File: config.mk
export PLATFORM = sky130hd
export DESIGN_NAME = jmp_rvs_flat
export DESIGN_NICKNAME = d
export VERILOG_FILES = /design/src/rtl/jmp_rvs_if.sv /design/src/rtl/jmp_rvs.sv /design/src/flat_wrapper.sv
export SDC_FILE = /design/constraint.sdc
export NUM_CORES = 1
export LEC_CHECK = 0
export ABC_AREA = 0
export CORE_UTILIZATION = 40
export DETAILED_ROUTE_END_ITERATION = 8
export DONT_BUFFER_PORTS = 1
export GPL_TIMING_DRIVEN = 0
export PLACE_DENSITY_LB_ADDON = 0.25
export RECOVER_POWER = 25
export SETUP_SLACK_MARGIN = 0.05
export SLEW_MARGIN = 25
export SYNTH_ARGS = -nofsm -noshare
export SYNTH_HDL_FRONTEND = slang
export SYNTH_SLANG_ARGS = --single-unit
File: constraint.sdc
create_clock -name clk -period 3.5 [get_ports clk]
set_clock_uncertainty 0.05 [all_clocks]
set_input_delay 0.35 -clock clk [delete_from_list [all_inputs] [get_ports clk]]
set_output_delay 0.35 -clock clk [all_outputs]
set_load 0.01 [all_outputs]
File: src/rtl/jmp_rvs_if.sv
// Dispatch, CDB and issue bundle between dispatch, the jump reservation station and the jump unit.
interface jmp_rvs_if #(
   parameter int DEPTH     = 4,
   parameter int TAG_W     = 4,
   parameter int ROB_DEPTH = 16,
   parameter int OPC_W     = 4
);
   localparam int PTR_W     = $clog2(DEPTH);
   localparam int ROB_PTR_W = $clog2(ROB_DEPTH);

   logic                 flush;
   logic                 disp_valid;
   logic                 disp_rdy;
   logic [OPC_W-1:0]     disp_opc;
   logic [ROB_PTR_W-1:0] disp_inst_id;
   logic [TAG_W-1:0]     disp_tag;
   logic [11:0]          disp_offset;
   logic                 disp_src1_rdy;
   logic [TAG_W-1:0]     disp_src1_tag;
   logic [31:0]          disp_src1_data;
   logic                 disp_src2_rdy;
   logic [TAG_W-1:0]     disp_src2_tag;
   logic [31:0]          disp_src2_data;
   logic                 cdb_valid;
   logic [TAG_W-1:0]     cdb_tag;
   logic [31:0]          cdb_wdata;
   logic                 req;
   logic                 rdy;
   logic [OPC_W-1:0]     opc;
   logic [ROB_PTR_W-1:0] inst_id;
   logic [TAG_W-1:0]     tag;
   logic [11:0]          offset;
   logic [31:0]          src1;
   logic [31:0]          src2;
   logic [PTR_W:0]       count;

   modport slave (
      input  flush, disp_valid, disp_opc, disp_inst_id, disp_tag, disp_offset,
             disp_src1_rdy, disp_src1_tag, disp_src1_data,
             disp_src2_rdy, disp_src2_tag, disp_src2_data,
             cdb_valid, cdb_tag, cdb_wdata, rdy,
      output disp_rdy, req, opc, inst_id, tag, offset, src1, src2, count
   );

   modport master (
      output flush, disp_valid, disp_opc, disp_inst_id, disp_tag, disp_offset,
             disp_src1_rdy, disp_src1_tag, disp_src1_data,
             disp_src2_rdy, disp_src2_tag, disp_src2_data,
             cdb_valid, cdb_tag, cdb_wdata, rdy,
      input  disp_rdy, req, opc, inst_id, tag, offset, src1, src2, count
   );
endinterface

File: src/rtl/jmp_rvs.sv
// In-order reservation station for the branch/jump unit: FIFO of micro-ops, CDB wakeup, head-only issue.
// Optional JMP_RVS_CDB_BYPASS_EN lets the head issue in the same cycle its last operand is broadcast.
module jmp_rvs #(
   parameter int DEPTH     = 4,
   parameter int TAG_W     = 4,
   parameter int ROB_DEPTH = 16,
   parameter int OPC_W     = 4
) (
   input  logic         clk,
   input  logic         rst_n,
   jmp_rvs_if.slave     bus
);
   localparam int PTR_W     = $clog2(DEPTH);
   localparam int ROB_PTR_W = $clog2(ROB_DEPTH);

   logic [DEPTH-1:0]     valid_q;
   logic [DEPTH-1:0]     s1_rdy_q;
   logic [DEPTH-1:0]     s2_rdy_q;
   logic [OPC_W-1:0]     opc_q     [DEPTH];
   logic [ROB_PTR_W-1:0] inst_id_q [DEPTH];
   logic [TAG_W-1:0]     tag_q     [DEPTH];
   logic [11:0]          offset_q  [DEPTH];
   logic [TAG_W-1:0]     s1_tag_q  [DEPTH];
   logic [TAG_W-1:0]     s2_tag_q  [DEPTH];
   logic [31:0]          s1_data_q [DEPTH];
   logic [31:0]          s2_data_q [DEPTH];

   logic [PTR_W:0]   wptr_q, wptr_d;
   logic [PTR_W:0]   rptr_q, rptr_d;
   logic [PTR_W-1:0] head;
   logic             full;
   logic             disp_fire;
   logic             issue_fire;
   logic             disp_cap1, disp_cap2;
   logic             s1_ok, s2_ok;
   logic [DEPTH-1:0] wr_en, clr_en, wake1, wake2;

   assign head      = rptr_q[PTR_W-1:0];
   assign full      = (wptr_q[PTR_W] != rptr_q[PTR_W]) &&
                      (wptr_q[PTR_W-1:0] == rptr_q[PTR_W-1:0]);
   assign disp_fire = bus.disp_valid && !full;
   assign disp_cap1 = !bus.disp_src1_rdy && bus.cdb_valid && (bus.cdb_tag == bus.disp_src1_tag);
   assign disp_cap2 = !bus.disp_src2_rdy && bus.cdb_valid && (bus.cdb_tag == bus.disp_src2_tag);

`ifdef JMP_RVS_CDB_BYPASS_EN
   logic s1_hit, s2_hit;
   assign s1_hit   = bus.cdb_valid && (bus.cdb_tag == s1_tag_q[head]);
   assign s2_hit   = bus.cdb_valid && (bus.cdb_tag == s2_tag_q[head]);
   assign s1_ok    = s1_rdy_q[head] || s1_hit;
   assign s2_ok    = s2_rdy_q[head] || s2_hit;
   assign bus.src1 = (!s1_rdy_q[head] && s1_hit) ? bus.cdb_wdata : s1_data_q[head];
   assign bus.src2 = (!s2_rdy_q[head] && s2_hit) ? bus.cdb_wdata : s2_data_q[head];
`else
   assign s1_ok    = s1_rdy_q[head];
   assign s2_ok    = s2_rdy_q[head];
   assign bus.src1 = s1_data_q[head];
   assign bus.src2 = s2_data_q[head];
`endif

   assign bus.req      = valid_q[head] && s1_ok && s2_ok;
   assign issue_fire   = bus.req && bus.rdy;
   assign bus.disp_rdy = !full;
   assign bus.opc      = opc_q[head];
   assign bus.inst_id  = inst_id_q[head];
   assign bus.tag      = tag_q[head];
   assign bus.offset   = offset_q[head];
   assign bus.count    = wptr_q - rptr_q;

   // Dispatch and issue never target the same slot: dispatch needs !full, issue needs !empty.
   for (genvar gi = 0; gi < DEPTH; gi++) begin : g_entry
      assign wr_en[gi]  = disp_fire && (wptr_q[PTR_W-1:0] == PTR_W'(gi));
      assign clr_en[gi] = issue_fire && (head == PTR_W'(gi));
      assign wake1[gi]  = valid_q[gi] && !s1_rdy_q[gi] && bus.cdb_valid &&
                          (bus.cdb_tag == s1_tag_q[gi]);
      assign wake2[gi]  = valid_q[gi] && !s2_rdy_q[gi] && bus.cdb_valid &&
                          (bus.cdb_tag == s2_tag_q[gi]);
   end

   always_comb begin
      wptr_d = wptr_q + {{PTR_W{1'b0}}, disp_fire};
      rptr_d = rptr_q + {{PTR_W{1'b0}}, issue_fire};
      if (bus.flush) begin
         wptr_d = '0;
         rptr_d = '0;
      end
   end

   always_ff @(posedge clk or negedge rst_n) begin
      if (!rst_n) begin
         wptr_q   <= '0;
         rptr_q   <= '0;
         valid_q  <= '0;
         s1_rdy_q <= '0;
         s2_rdy_q <= '0;
         for (int i = 0; i < DEPTH; i++) begin
            opc_q[i]     <= '0;
            inst_id_q[i] <= '0;
            tag_q[i]     <= '0;
            offset_q[i]  <= '0;
            s1_tag_q[i]  <= '0;
            s2_tag_q[i]  <= '0;
            s1_data_q[i] <= '0;
            s2_data_q[i] <= '0;
         end
      end else begin
         wptr_q <= wptr_d;
         rptr_q <= rptr_d;
         for (int i = 0; i < DEPTH; i++) begin
            if (bus.flush) begin
               valid_q[i] <= 1'b0;
            end else if (wr_en[i]) begin
               valid_q[i]   <= 1'b1;
               opc_q[i]     <= bus.disp_opc;
               inst_id_q[i] <= bus.disp_inst_id;
               tag_q[i]     <= bus.disp_tag;
               offset_q[i]  <= bus.disp_offset;
               s1_rdy_q[i]  <= bus.disp_src1_rdy || disp_cap1;
               s1_tag_q[i]  <= bus.disp_src1_tag;
               s1_data_q[i] <= disp_cap1 ? bus.cdb_wdata : bus.disp_src1_data;
               s2_rdy_q[i]  <= bus.disp_src2_rdy || disp_cap2;
               s2_tag_q[i]  <= bus.disp_src2_tag;
               s2_data_q[i] <= disp_cap2 ? bus.cdb_wdata : bus.disp_src2_data;
            end else begin
               if (clr_en[i]) valid_q[i] <= 1'b0;
               if (wake1[i]) begin
                  s1_rdy_q[i]  <= 1'b1;
                  s1_data_q[i] <= bus.cdb_wdata;
               end
               if (wake2[i]) begin
                  s2_rdy_q[i]  <= 1'b1;
                  s2_data_q[i] <= bus.cdb_wdata;
               end
            end
         end
      end
   end
endmodule

File: src/flat_wrapper.sv
// flat-port wrapper written by rule: the top's interface ports become plain ports
module jmp_rvs_flat 
#(
   parameter int DEPTH     = 4,
   parameter int TAG_W     = 4,
   parameter int ROB_DEPTH = 16,
   parameter int OPC_W     = 4
)
  (clk, rst_n, bus_flush, bus_disp_valid, bus_disp_opc, bus_disp_inst_id, bus_disp_tag, bus_disp_offset, bus_disp_src1_rdy, bus_disp_src1_tag, bus_disp_src1_data, bus_disp_src2_rdy, bus_disp_src2_tag, bus_disp_src2_data, bus_cdb_valid, bus_cdb_tag, bus_cdb_wdata, bus_rdy, bus_disp_rdy, bus_req, bus_opc, bus_inst_id, bus_tag, bus_offset, bus_src1, bus_src2, bus_count);
  jmp_rvs_if #(.DEPTH(DEPTH), .TAG_W(TAG_W), .ROB_DEPTH(ROB_DEPTH), .OPC_W(OPC_W)) bus_i ();
  input  logic clk;
  input  logic rst_n;
  input wire logic [$bits(bus_i.flush)-1:0] bus_flush;
  input wire logic [$bits(bus_i.disp_valid)-1:0] bus_disp_valid;
  input wire logic [$bits(bus_i.disp_opc)-1:0] bus_disp_opc;
  input wire logic [$bits(bus_i.disp_inst_id)-1:0] bus_disp_inst_id;
  input wire logic [$bits(bus_i.disp_tag)-1:0] bus_disp_tag;
  input wire logic [$bits(bus_i.disp_offset)-1:0] bus_disp_offset;
  input wire logic [$bits(bus_i.disp_src1_rdy)-1:0] bus_disp_src1_rdy;
  input wire logic [$bits(bus_i.disp_src1_tag)-1:0] bus_disp_src1_tag;
  input wire logic [$bits(bus_i.disp_src1_data)-1:0] bus_disp_src1_data;
  input wire logic [$bits(bus_i.disp_src2_rdy)-1:0] bus_disp_src2_rdy;
  input wire logic [$bits(bus_i.disp_src2_tag)-1:0] bus_disp_src2_tag;
  input wire logic [$bits(bus_i.disp_src2_data)-1:0] bus_disp_src2_data;
  input wire logic [$bits(bus_i.cdb_valid)-1:0] bus_cdb_valid;
  input wire logic [$bits(bus_i.cdb_tag)-1:0] bus_cdb_tag;
  input wire logic [$bits(bus_i.cdb_wdata)-1:0] bus_cdb_wdata;
  input wire logic [$bits(bus_i.rdy)-1:0] bus_rdy;
  output wire logic [$bits(bus_i.disp_rdy)-1:0] bus_disp_rdy;
  output wire logic [$bits(bus_i.req)-1:0] bus_req;
  output wire logic [$bits(bus_i.opc)-1:0] bus_opc;
  output wire logic [$bits(bus_i.inst_id)-1:0] bus_inst_id;
  output wire logic [$bits(bus_i.tag)-1:0] bus_tag;
  output wire logic [$bits(bus_i.offset)-1:0] bus_offset;
  output wire logic [$bits(bus_i.src1)-1:0] bus_src1;
  output wire logic [$bits(bus_i.src2)-1:0] bus_src2;
  output wire logic [$bits(bus_i.count)-1:0] bus_count;
  assign bus_i.flush = bus_flush;
  assign bus_i.disp_valid = bus_disp_valid;
  assign bus_i.disp_opc = bus_disp_opc;
  assign bus_i.disp_inst_id = bus_disp_inst_id;
  assign bus_i.disp_tag = bus_disp_tag;
  assign bus_i.disp_offset = bus_disp_offset;
  assign bus_i.disp_src1_rdy = bus_disp_src1_rdy;
  assign bus_i.disp_src1_tag = bus_disp_src1_tag;
  assign bus_i.disp_src1_data = bus_disp_src1_data;
  assign bus_i.disp_src2_rdy = bus_disp_src2_rdy;
  assign bus_i.disp_src2_tag = bus_disp_src2_tag;
  assign bus_i.disp_src2_data = bus_disp_src2_data;
  assign bus_i.cdb_valid = bus_cdb_valid;
  assign bus_i.cdb_tag = bus_cdb_tag;
  assign bus_i.cdb_wdata = bus_cdb_wdata;
  assign bus_i.rdy = bus_rdy;
  assign bus_disp_rdy = bus_i.disp_rdy;
  assign bus_req = bus_i.req;
  assign bus_opc = bus_i.opc;
  assign bus_inst_id = bus_i.inst_id;
  assign bus_tag = bus_i.tag;
  assign bus_offset = bus_i.offset;
  assign bus_src1 = bus_i.src1;
  assign bus_src2 = bus_i.src2;
  assign bus_count = bus_i.count;
  jmp_rvs #(.DEPTH(DEPTH), .TAG_W(TAG_W), .ROB_DEPTH(ROB_DEPTH), .OPC_W(OPC_W)) u_core (.clk(clk), .rst_n(rst_n), .bus(bus_i));
endmodule
==> impl_metrics.json, run 1 <==
{
  "final-setup-viol-count": 0,
  "dieArea_um2": 53200,
  "vias_per_cell": 5.43,
  "drt_iter0_markers": 786,
  "avgSynthCellArea_um2": 13.3,
  "multi_input_area_um2": 10300,
  "root_buffer": "clkbuf_16",
  "cellPowerDensity_nw_per_um2": 621,
  "gp_congestion": 0.841,
  "initial_core_util_pct": 40.6,
  "fin_nets": 1895,
  "yosysMostFrequentCell": "mux2_2",
  "maxCapViolCount": 0,
  "cp-start-kind": "flip-flop",
  "wl_um": 59500,
  "cts_tree": "built",
  "fin_tns_setup_ps": 0,
  "arrival_ps": 3780,
  "die_x_um": 231,
  "core.rowCount": 83,
  "synth_flop_cell": "dfrtp_1",
  "max-vdd-ir-drop_mv": 0.341,
  "regArea_um2": 10100,
  "hpwl_um": 39200,
  "min_path_type": "primary input to async pin",
  "async_flop_share_pct": 100,
  "yosys_warnings": 0,
  "fmaxAchievable_mhz": 297,
  "worstSetupPathType": "flip-flop to flip-flop",
  "io-pin-count": 233,
  "rsz0062_at_grt": "yes",
  "ys_top_cells_by_area": "dfrtp_1 48%, mux2_2 27%, mux4_2 9.5%",
  "io_buffers": 0,
  "htree_levels": 2,
  "violations": "negative hold slack",
  "hold_slack_ps": -592,
  "required_ps": 3920,
  "die_h_um": 231,
  "tightest_slew_ps": 1320,
  "remaining_drc_errors": 0,
  "timing.final.crit_share_pct": 96.0,
  "synth_edf_count": 0,
  "syn2layout_area_growth_pct": 18.3,
  "avgRoutedWirePerCell_um": 24.1,
  "numClockSinks": 402,
  "cts.clk_slew.worst_paths_ps": 60,
  "hold_viol": 402,
  "antenna_found_initial": 4,
  "seq_area_frac_synth_pct": 48.1,
  "clk_path_buf_depth": 3,
  "firstDrtPassIters": 7,
  "synth_area_um2": 20900,
  "postCtsSetupRepairBufs": 0,
  "globalRoute.totalOverflow": 0,
  "vias": 13400,
  "core_area_um2": 51500,
  "layout-drive-gt1-share_pct": 43.0,
  "synth_cell_type_count": 46,
  "cts_hold_buffers": 132,
  "clk_latency_ps": 600,
  "fillers": 4594,
  "ys_seq_elements": 402,
  "grt_pass1_wl_um": 91800,
  "synth_commonest_cells": "510 x mux2_2, 402 x dfrtp_1, 274 x nand2_1",
  "grt_max_degree": 403,
  "grt_pass1_vias": 14400,
  "path_max_fanout": 10,
  "slew_headroom_pct": 12.1,
  "synth_top_area_share_pct": 48.1,
  "grt_util_all_layers_pct": 22.8,
  "synth_top_area_cell": "dfrtp_1",
  "cts_made_buffers": 47,
  "cp-end-kind": "flip-flop",
  "p_leak_nw": 10.7,
  "detail-route-antenna-nets": 0,
  "synth_fp_nets": 1714,
  "synth_cells": 1567,
  "drv_slew": 0,
  "status": "finished, violations left",
  "period_needed_ps": 3360
}
-- per-stage QoR --
stage | util, % | instance area [um^2] | cells | worst slack, ps | total power [W]
2_1_floorplan | - | 20900 | 1567 | 789 | 0.00929
3_3_place_gp | 42.3 | 21800 | 2247 | -147 | 0.00994
3_5_place_dp | 42.3 | 21800 | 2247 | -190 | 0.0101
4_1_cts | 48.0 | 24700 | 2464 | 60.2 | 0.0155
5_1_grt | 48.0 | 24700 | 2465 | -3.77 | 0.0161
6_report | 48.0 | 24700 | 2466 | 138 | 0.0154
-- flip-flops by register name, summed over array words and instances (netlist names) --
register	cells
u_core.inst_id_q	16
u_core.s1_data_q	128
u_core.s2_data_q	128
u_core.offset_q	48
u_core.s1_tag_q	16
u_core.opc_q	16
u_core.s2_tag_q	16
u_core.rptr_q	3
u_core.s2_rdy_q	4
u_core.valid_q	4
u_core.tag_q	16
u_core.s1_rdy_q	4
u_core.wptr_q	3
-- critical path, cell delays in order, from the launching register on --
cell and delay (ps):
dfrtp_1 410, buf_2 350, inv_1 120, ha_1 380, a311o_1 420, a21oi_2 400, buf_2 420, mux2_2 370
mux2_1 290
-- final cells by class --
cell class | count | area share, %
Inverter | 13 | 0.197
Timing Repair Buffer | 132 | 5.34
Buffer | 98 | 1.99
Clock buffer | 66 | 5.49
Multi-Input combinational cell | 1054 | 41.8
Tap cell | 680 | 3.44
Clock inverter | 19 | 1.05
Sequential cell | 402 | 40.7
Antenna cell | 2 | 0.0202
-- report_power, final --
group | internal, W | switching (W)
logic | 0.00195 | 0.00146
clock network | 0.00308 | 0.00205
registers | 0.00608 | 0.000737
-- cells by family (layout without fill, tap and decap cells) --
kind of cell | after synthesis | in the layout | share of synthesized area, %
multiplexers | 640 | 640 | 39.2
flip-flops | 402 | 402 | 48.1
AND/OR/NAND/NOR | 334 | 334 | 6.64
buffers and inverters | 111 | 328 | 2.50
XOR/XNOR | 44 | 44 | 1.88
AO/OA/AOI/OAI | 29 | 29 | 1.22
adder cells (fa/ha/maj) | 7 | 7 | 0.455
other | 0 | 2 | 0
-- repair_timing --
action / CTS / global route
setup endpoints to repair: 288 / 162
endpoints found under the hold margin: 794 / 402
resized for setup: 2 / 9
-- worst paths after layout --
check	slack [ps]	to	cells after the start	startpoint
setup / recovery	140	u_core.s1_data_q[22]$_DFFE_PN0P_	8	u_core.rptr_q[1]$_DFF_PN0_
hold / removal	-590	u_core.s1_data_q[92]$_DFFE_PN0P_	0	rst_n
setup reg to reg	140	u_core.s1_data_q[22]$_DFFE_PN0P_	8	u_core.rptr_q[1]$_DFF_PN0_
hold reg to reg	420	u_core.inst_id_q[6]$_DFFE_PN0P_	2	u_core.inst_id_q[6]$_DFFE_PN0P_
max in group asynchronous	2920	u_core.s2_data_q[104]$_DFFE_PN0P_	0	rst_n
min in group clk	60	u_core.wptr_q[0]$_DFF_PN0_	3	bus_disp_valid
-- layout by cell type, fill, tap and decap left out, drive strengths merged, types with 2 or more instances in the layout --
cell type,count
nand4,8
and2,3
inv,14
clkinv,12
xor2,9
a31oi,2
nor2,16
nand2,274
clkbuf,99
nand2b,2
diode,2
a21oi,9
nor4,2
xnor2,35
nor3,11
a311o,4
o21bai,3
dfrtp,402
bufinv,5
ha,6
mux4,88
mux2,552
buf,65
nand3b,2
nand3,4
nor2b,7
dlygate4sd3,132
a22oi,4
or2,2
o21ai,3
-- per-layer routing --
| metal | up-vias | GRT usage, % | wire length (um) |
|---|---|---|---|
| met4 | 6 | 6.37 | 1350 |
| met5 | - | 0 | 36 |
| met3 | 86 | 5.37 | 3500 |
| li1 | 5985 | - | - |
| met2 | 305 | 37.3 | 28200 |
| met1 | 7004 | 30.3 | 26300 |
No activity file was read; power rests on OpenSTA's default activity.
==> run 2, diff against run 1 <==
--- a/config.mk
+++ b/config.mk
@@ -10,9 +10,10 @@
 export DETAILED_ROUTE_END_ITERATION = 8
 export DONT_BUFFER_PORTS = 1
 export GPL_TIMING_DRIVEN = 0
-export PLACE_DENSITY_LB_ADDON = 0.25
+export PLACE_DENSITY = 0.64
 export RECOVER_POWER = 25
 export SETUP_SLACK_MARGIN = 0.05
+export SKIP_LAST_GASP = 1
 export SLEW_MARGIN = 25
 export SYNTH_ARGS = -nofsm -noshare
 export SYNTH_HDL_FRONTEND = slang
==> constraint.sdc (replaced) <==
create_clock -name clk -period 3.95 [get_ports clk]
set_clock_uncertainty 0.05 [all_clocks]
set_input_delay 0.395 -clock clk [delete_from_list [all_inputs] [get_ports clk]]
set_output_delay 0.395 -clock clk [all_outputs]
set_load 0.01 [all_outputs]
==> run 2 against run 1 <==
Net effect: the flow still finishes with violations (negative hold slack); setup slack improved by 310 ps; sequential cell count did not move; sequential share of layout area is 1.5 points higher; total power is 13% lower; combinational power decreased by 15%; worst hold slack better by 64 ps; global-route usage shrank 0.21 points; via count is 1.7% lower.
==> impl_metrics.json, run 2 (synthesis results as in run 1) <==
{
  "rrSetupSlack_ps": 450,
  "clk_latency_ps": 580,
  "diodes": 0,
  "grt_pass1_vias": 14300,
  "core_area_um2": 51500,
  "max-vdd-ir-drop_mv": 0.324,
  "grt_pass1_wl_um": 90600,
  "final-setup-viol-count": 0,
  "initial_core_util_pct": 40.6,
  "post-route-util_pct": 46.4,
  "fmaxAchievable_mhz": 286,
  "min_path_type": "primary input to async pin",
  "path_cells": "clkbuf_2, inv_1, ha_1, a311o_1, o21bai_4, buf_2, mux2_1, dlygate4sd3_1, mux2_2",
  "layout_commonest_cell": "mux2_2",
  "violations": "negative hold slack",
  "cts_made_buffers": 47,
  "required_ps": 4360,
  "globalRoute.totalOverflow": 0,
  "cts_tree": "built",
  "dieArea_um2": 53200,
  "grt_max_degree": 403,
  "fin_tns_setup_ps": 0,
  "io-pin-count": 233,
  "crit_path_max_incr_delay_ps": 550,
  "slew_headroom_pct": 35.2,
  "cp-end-kind": "flip-flop",
  "p_leak_nw": 10.3,
  "syn2layout_area_growth_pct": 14.2,
  "worstSetupPathType": "flip-flop to flip-flop",
  "postCtsSetupRepairBufs": 0,
  "numClockSinks": 402,
  "fillers": 4597,
  "remaining_drc_errors": 0,
  "vias_per_cell": 5.51,
  "wl_um": 58800,
  "final_area_um2": 23900,
  "hold_viol": 402,
  "io_buffers": 0,
  "status": "finished, violations left",
  "multi_input_area_um2": 10300,
  "cp-start-kind": "flip-flop",
  "place_area_um2": 21800,
  "die_h_um": 231,
  "path_max_fanout": 10,
  "final_cell_mix": "510 x mux2_2, 402 x dfrtp_1, 274 x nand2_1",
  "timing.final.crit_share_pct": 88.6,
  "drt_iter0_markers": 765,
  "cellPowerDensity_nw_per_um2": 562,
  "crit_slowest_cell": "dlygate4sd3_1",
  "antenna_found_initial": 0,
  "root_buffer": "clkbuf_16",
  "layout-drive-gt1-share_pct": 44.7,
  "rr_worst_depth": 9,
  "gp_congestion": 0.835,
  "regArea_um2": 10100,
  "r2r-end": "u_core.s2_data_q[1]$_DFFE_PN0P_",
  "clk_path_buf_depth": 3,
  "largestRegisters": "u_core.s1_data_q x128, u_core.s2_data_q x128, u_core.offset_q x48",
  "drv_slew": 0,
  "hold_slack_ps": -528,
  "cts_hold_buffers": 52,
  "cts.clk_slew.worst_paths_ps": 60,
  "hpwl_um": 39100,
  "tightest_slew_ps": 971,
  "core.rowCount": 83,
  "firstDrtPassIters": 4,
  "arrival_ps": 3910,
  "p_total_w": 0.0134,
  "detail-route-antenna-nets": 0,
  "die_x_um": 231,
  "period_needed_ps": 3500,
  "htree_levels": 2,
  "grt_util_all_layers_pct": 22.6,
  "fin_nets": 1815,
  "reg2reg_from": "u_core.rptr_q[1]$_DFF_PN0_",
  "rsz0062_at_grt": "no",
  "vias": 13200,
  "maxCapViolCount": 0,
  "avgRoutedWirePerCell_um": 24.6
}
[run 2: cell types whose count changed in the layout (fill, tap and decap cells not counted), moves of 3 or more]
cell           before  now
dlygate4sd3_1     132   52
clkbuf_1           34   37
clkbuf_4            5    0
inv_6               0    3
[run 2: per-layer routing]
metal / vias to the layer above / global-route usage [%] / share of wire, % / wire length, um
met5: - / 0 / 0 / 0
met2: 365 / 36.5 / 47 / 27800
met4: 0 / 6.91 / 2.8 / 1630
li1: 5828 / - / - / -
met1: 6872 / 29.4 / 42 / 25000
met3: 93 / 6.27 / 7.4 / 4340
[run 2: what timing repair did]
action	in CTS	in global routing
hold endpoints to repair	552	402
endpoints found under the setup margin	0	1
resized for setup	0	2
[run 2: through the flow]
stage | setup WS (ps) | instances
after detailed placement | 346 | 2247
after global placement | 331 | 2247
final | 450 | 2386
after floorplan | 1240 | 1567
after CTS | 65.6 | 2386
after global routing | 269 | 2386
[run 2: final cells by class]
class                      count  area share [%]
clock inverter                20            1.04
inverter                      13           0.204
buffer                        98            2.01
multi-input combinational   1054            43.3
tap                          680            3.56
sequential                   402            42.1
clock buffer                  67            5.62
timing repair buffer          52            2.18
[run 2: critical path, delay by kind of cell (launching register included)]
| family | cells | cell delay [ps] |
|---|---|---|
| buf+inv | 4 | 1280 |
| compound gates | 2 | 670 |
| mux | 2 | 580 |
| flops | 1 | 410 |
| fa+ha+maj | 1 | 390 |
[run 2: power by group]
part	internal (W)	total, W	switching [W]
sequential	0.00539	0.00604	0.000655
clock	0.00270	0.00447	0.00177
combinational	0.00168	0.00291	0.00123
[run 2: how the worst max path moves through the flow]
stage | start | endpoint | slack (ps) | cells past startpoint
after floorplan | u_core.rptr_q[1]$_DFF_PN0_ | u_core.s1_data_q[100]$_DFFE_PN0P_ | 1240 | 8
after global placement | u_core.rptr_q[1]$_DFF_PN0_ | u_core.s1_data_q[115]$_DFFE_PN0P_ | 330 | 8
after detailed placement | u_core.rptr_q[1]$_DFF_PN0_ | u_core.s1_data_q[126]$_DFFE_PN0P_ | 350 | 8
after CTS | u_core.rptr_q[0]$_DFF_PN0_ | bus_src1[0] | 70 | 4
after global routing | u_core.rptr_q[1]$_DFF_PN0_ | u_core.s2_data_q[1]$_DFFE_PN0P_ | 270 | 9
final | u_core.rptr_q[1]$_DFF_PN0_ | u_core.s2_data_q[1]$_DFFE_PN0P_ | 450 | 9
==> run 3, diff against run 2 <==
--- a/config.mk
+++ b/config.mk
@@ -6,11 +6,12 @@
 export NUM_CORES = 1
 export LEC_CHECK = 0
 export ABC_AREA = 0
-export CORE_UTILIZATION = 40
+export CORE_MARGIN = 2
+export CORE_UTILIZATION = 45
 export DETAILED_ROUTE_END_ITERATION = 8
 export DONT_BUFFER_PORTS = 1
 export GPL_TIMING_DRIVEN = 0
-export PLACE_DENSITY = 0.64
+export PLACE_DENSITY = 0.7
 export RECOVER_POWER = 25
 export SETUP_SLACK_MARGIN = 0.05
 export SKIP_LAST_GASP = 1
==> constraint.sdc (replaced) <==
create_clock -name clk -period 3.8 [get_ports clk]
set_clock_uncertainty 0.05 [all_clocks]
set_input_delay 0.38 -clock clk [delete_from_list [all_inputs] [get_ports clk]]
set_output_delay 0.38 -clock clk [all_outputs]
set_load 0.01 [all_outputs]
==> run 3 against run 2 <==
Net effect: the flow still finishes with violations (negative hold slack); via count increased by 1.1%; first-iteration DRC count increased by 9.2%; clock power decreased by 1%; global-route usage increased by 1.8 points; non-clock buffer count increased by 9; clock-buffer cell count increased by 4; setup slack got worse by 36 ps; combinational power increased by 4%; worst hold slack improved by 0.52 ps.
==> impl_metrics.json, run 3 (synthesis results as in run 1) <==
{
  "diodes": 0,
  "p_leak_nw": 10.3,
  "gp_congestion": 0.845,
  "detail-route-antenna-nets": 0,
  "grt_max_degree": 403,
  "firstDrtPassIters": 5,
  "arrival_ps": 3770,
  "cts_hold_buffers": 61,
  "io_buffers": 0,
  "required_ps": 4190,
  "path_max_fanout": 10,
  "remaining_drc_errors": 0,
  "postCtsSetupRepairBufs": 0,
  "tightest_slew_ps": 1340,
  "grt_pass1_vias": 14300,
  "cts.clk_slew.worst_paths_ps": 60,
  "status": "finished, violations left",
  "globalRoute.totalOverflow": 0,
  "max-vdd-ir-drop_mv": 0.389,
  "vias": 13300,
  "final-setup-viol-count": 0,
  "vias_per_cell": 5.76,
  "largestRegisters": "u_core.s1_data_q x128, u_core.s2_data_q x128, u_core.offset_q x48",
  "final_cell_mix": "510 x mux2_2, 402 x dfrtp_1, 274 x nand2_1",
  "drv_slew": 0,
  "syn2layout_area_growth_pct": 13.8,
  "dieArea_um2": 48200,
  "grt_pass1_wl_um": 88100,
  "period_needed_ps": 3390,
  "layout-drive-gt1-share_pct": 44.4,
  "rsz0062_at_grt": "no",
  "core.rowCount": 78,
  "io-pin-count": 233,
  "core_area_um2": 45600,
  "cts_tree": "built",
  "layout_commonest_cell": "mux2_2",
  "die_h_um": 220,
  "hold_viol": 402,
  "min_path_type": "primary input to async pin",
  "slew_headroom_pct": 10.5,
  "fin_nets": 1822,
  "numClockSinks": 402,
  "worstSetupPathType": "flip-flop to flip-flop",
  "wl_um": 58200,
  "cts_made_buffers": 45,
  "violations": "negative hold slack",
  "hpwl_um": 38400,
  "cellPowerDensity_nw_per_um2": 578,
  "cp-end-kind": "flip-flop",
  "fin_tns_setup_ps": 0,
  "initial_core_util_pct": 45.9,
  "grt_util_all_layers_pct": 24.4,
  "timing.final.crit_share_pct": 89.1,
  "hold_slack_ps": -527,
  "p_total_w": 0.0138,
  "avgRoutedWirePerCell_um": 25.2,
  "htree_levels": 2,
  "die_x_um": 220,
  "clk_path_buf_depth": 3,
  "maxCapViolCount": 0,
  "fmaxAchievable_mhz": 295,
  "root_buffer": "clkbuf_16",
  "antenna_found_initial": 0,
  "cp-start-kind": "flip-flop",
  "clk_latency_ps": 570,
  "drt_iter0_markers": 835
}
[run 3: cell count changes in the layout (fill, tap and decap cells not counted)]
cell	change
buf_2	+1
dlygate4sd3_1	+9
clkinvlp_4	-2
clkbuf_8	+5
clkinv_4	-1
clkbuf_2	-1
bufinv_16	-3
clkinv_2	-2
clkbuf_1	-1
inv_6	-2
[run 3: repair_timing]
action | CTS | global route
gates resized for setup | 0 | 5
endpoints found under the setup margin | 0 | 71
hold endpoints to repair | 560 | 402
[run 3: stage by stage]
stage,setup slack [ps],cell area [um^2],util [%],hold WS (ps),std cells
floorplan,1090,20900,-,34.4,1567
global placement,178,21700,47.5,45.1,2167
detailed placement,138,21700,47.5,49.6,2167
CTS,60.0,23800,52.2,-559,2309
global route,240,23800,52.2,-560,2309
finish,414,23800,52.2,-527,2309
[run 3: per-layer routing]
metal  wire length (um)  vias to the layer above  global-route usage [%]
li1                   -                     5820                       -
met1              23800                     6976                    31.1
met2              28500                      417                    40.7
met3               4260                       86                    6.36
met4               1570                        0                    7.47
met5                  0                        -                       0
[run 3: worst paths after layout]
path | to | slack [ps] | from | depth (start not counted)
setup / recovery | u_core.s1_data_q[122]$_DFFE_PN0P_ | 410 | u_core.rptr_q[1]$_DFF_PN0_ | 8
hold reg to reg | u_core.inst_id_q[6]$_DFFE_PN0P_ | 420 | u_core.inst_id_q[6]$_DFFE_PN0P_ | 2
min in group clk | u_core.s1_data_q[107]$_DFFE_PN0P_ | 30 | bus_disp_src1_data[11] | 2
setup reg to reg | u_core.s1_data_q[122]$_DFFE_PN0P_ | 410 | u_core.rptr_q[1]$_DFF_PN0_ | 8
max in group asynchronous | u_core.s1_rdy_q[0]$_DFFE_PN0P_ | 3140 | rst_n | 0
hold / removal | u_core.s1_data_q[27]$_DFFE_PN0P_ | -530 | rst_n | 0
[run 3: area by class of cell]
cell class	count	area, um^2
buffer	98	479
clock buffer	71	1410
clock inverter	10	106
fill	3809	21800
inverter	13	48.8
multi-input combinational	1054	10300
sequential	402	10100
tap	600	751
timing repair buffer	61	611
[run 3: worst max-delay path, cell delays in order, from the launching register on]
cell      delay (ps)
dfrtp_1          410
clkbuf_2         340
inv_1            130
ha_1             390
a311o_2          470
a21oi_2          370
buf_2            460
mux2_1           370
mux2_2           260
[run 3: report_power, final]
part	internal, W	switching [W]	total [W]
Clock	0.00267	0.00175	0.00442
Combinational	0.00175	0.00129	0.00304
Sequential	0.00560	0.000694	0.00630
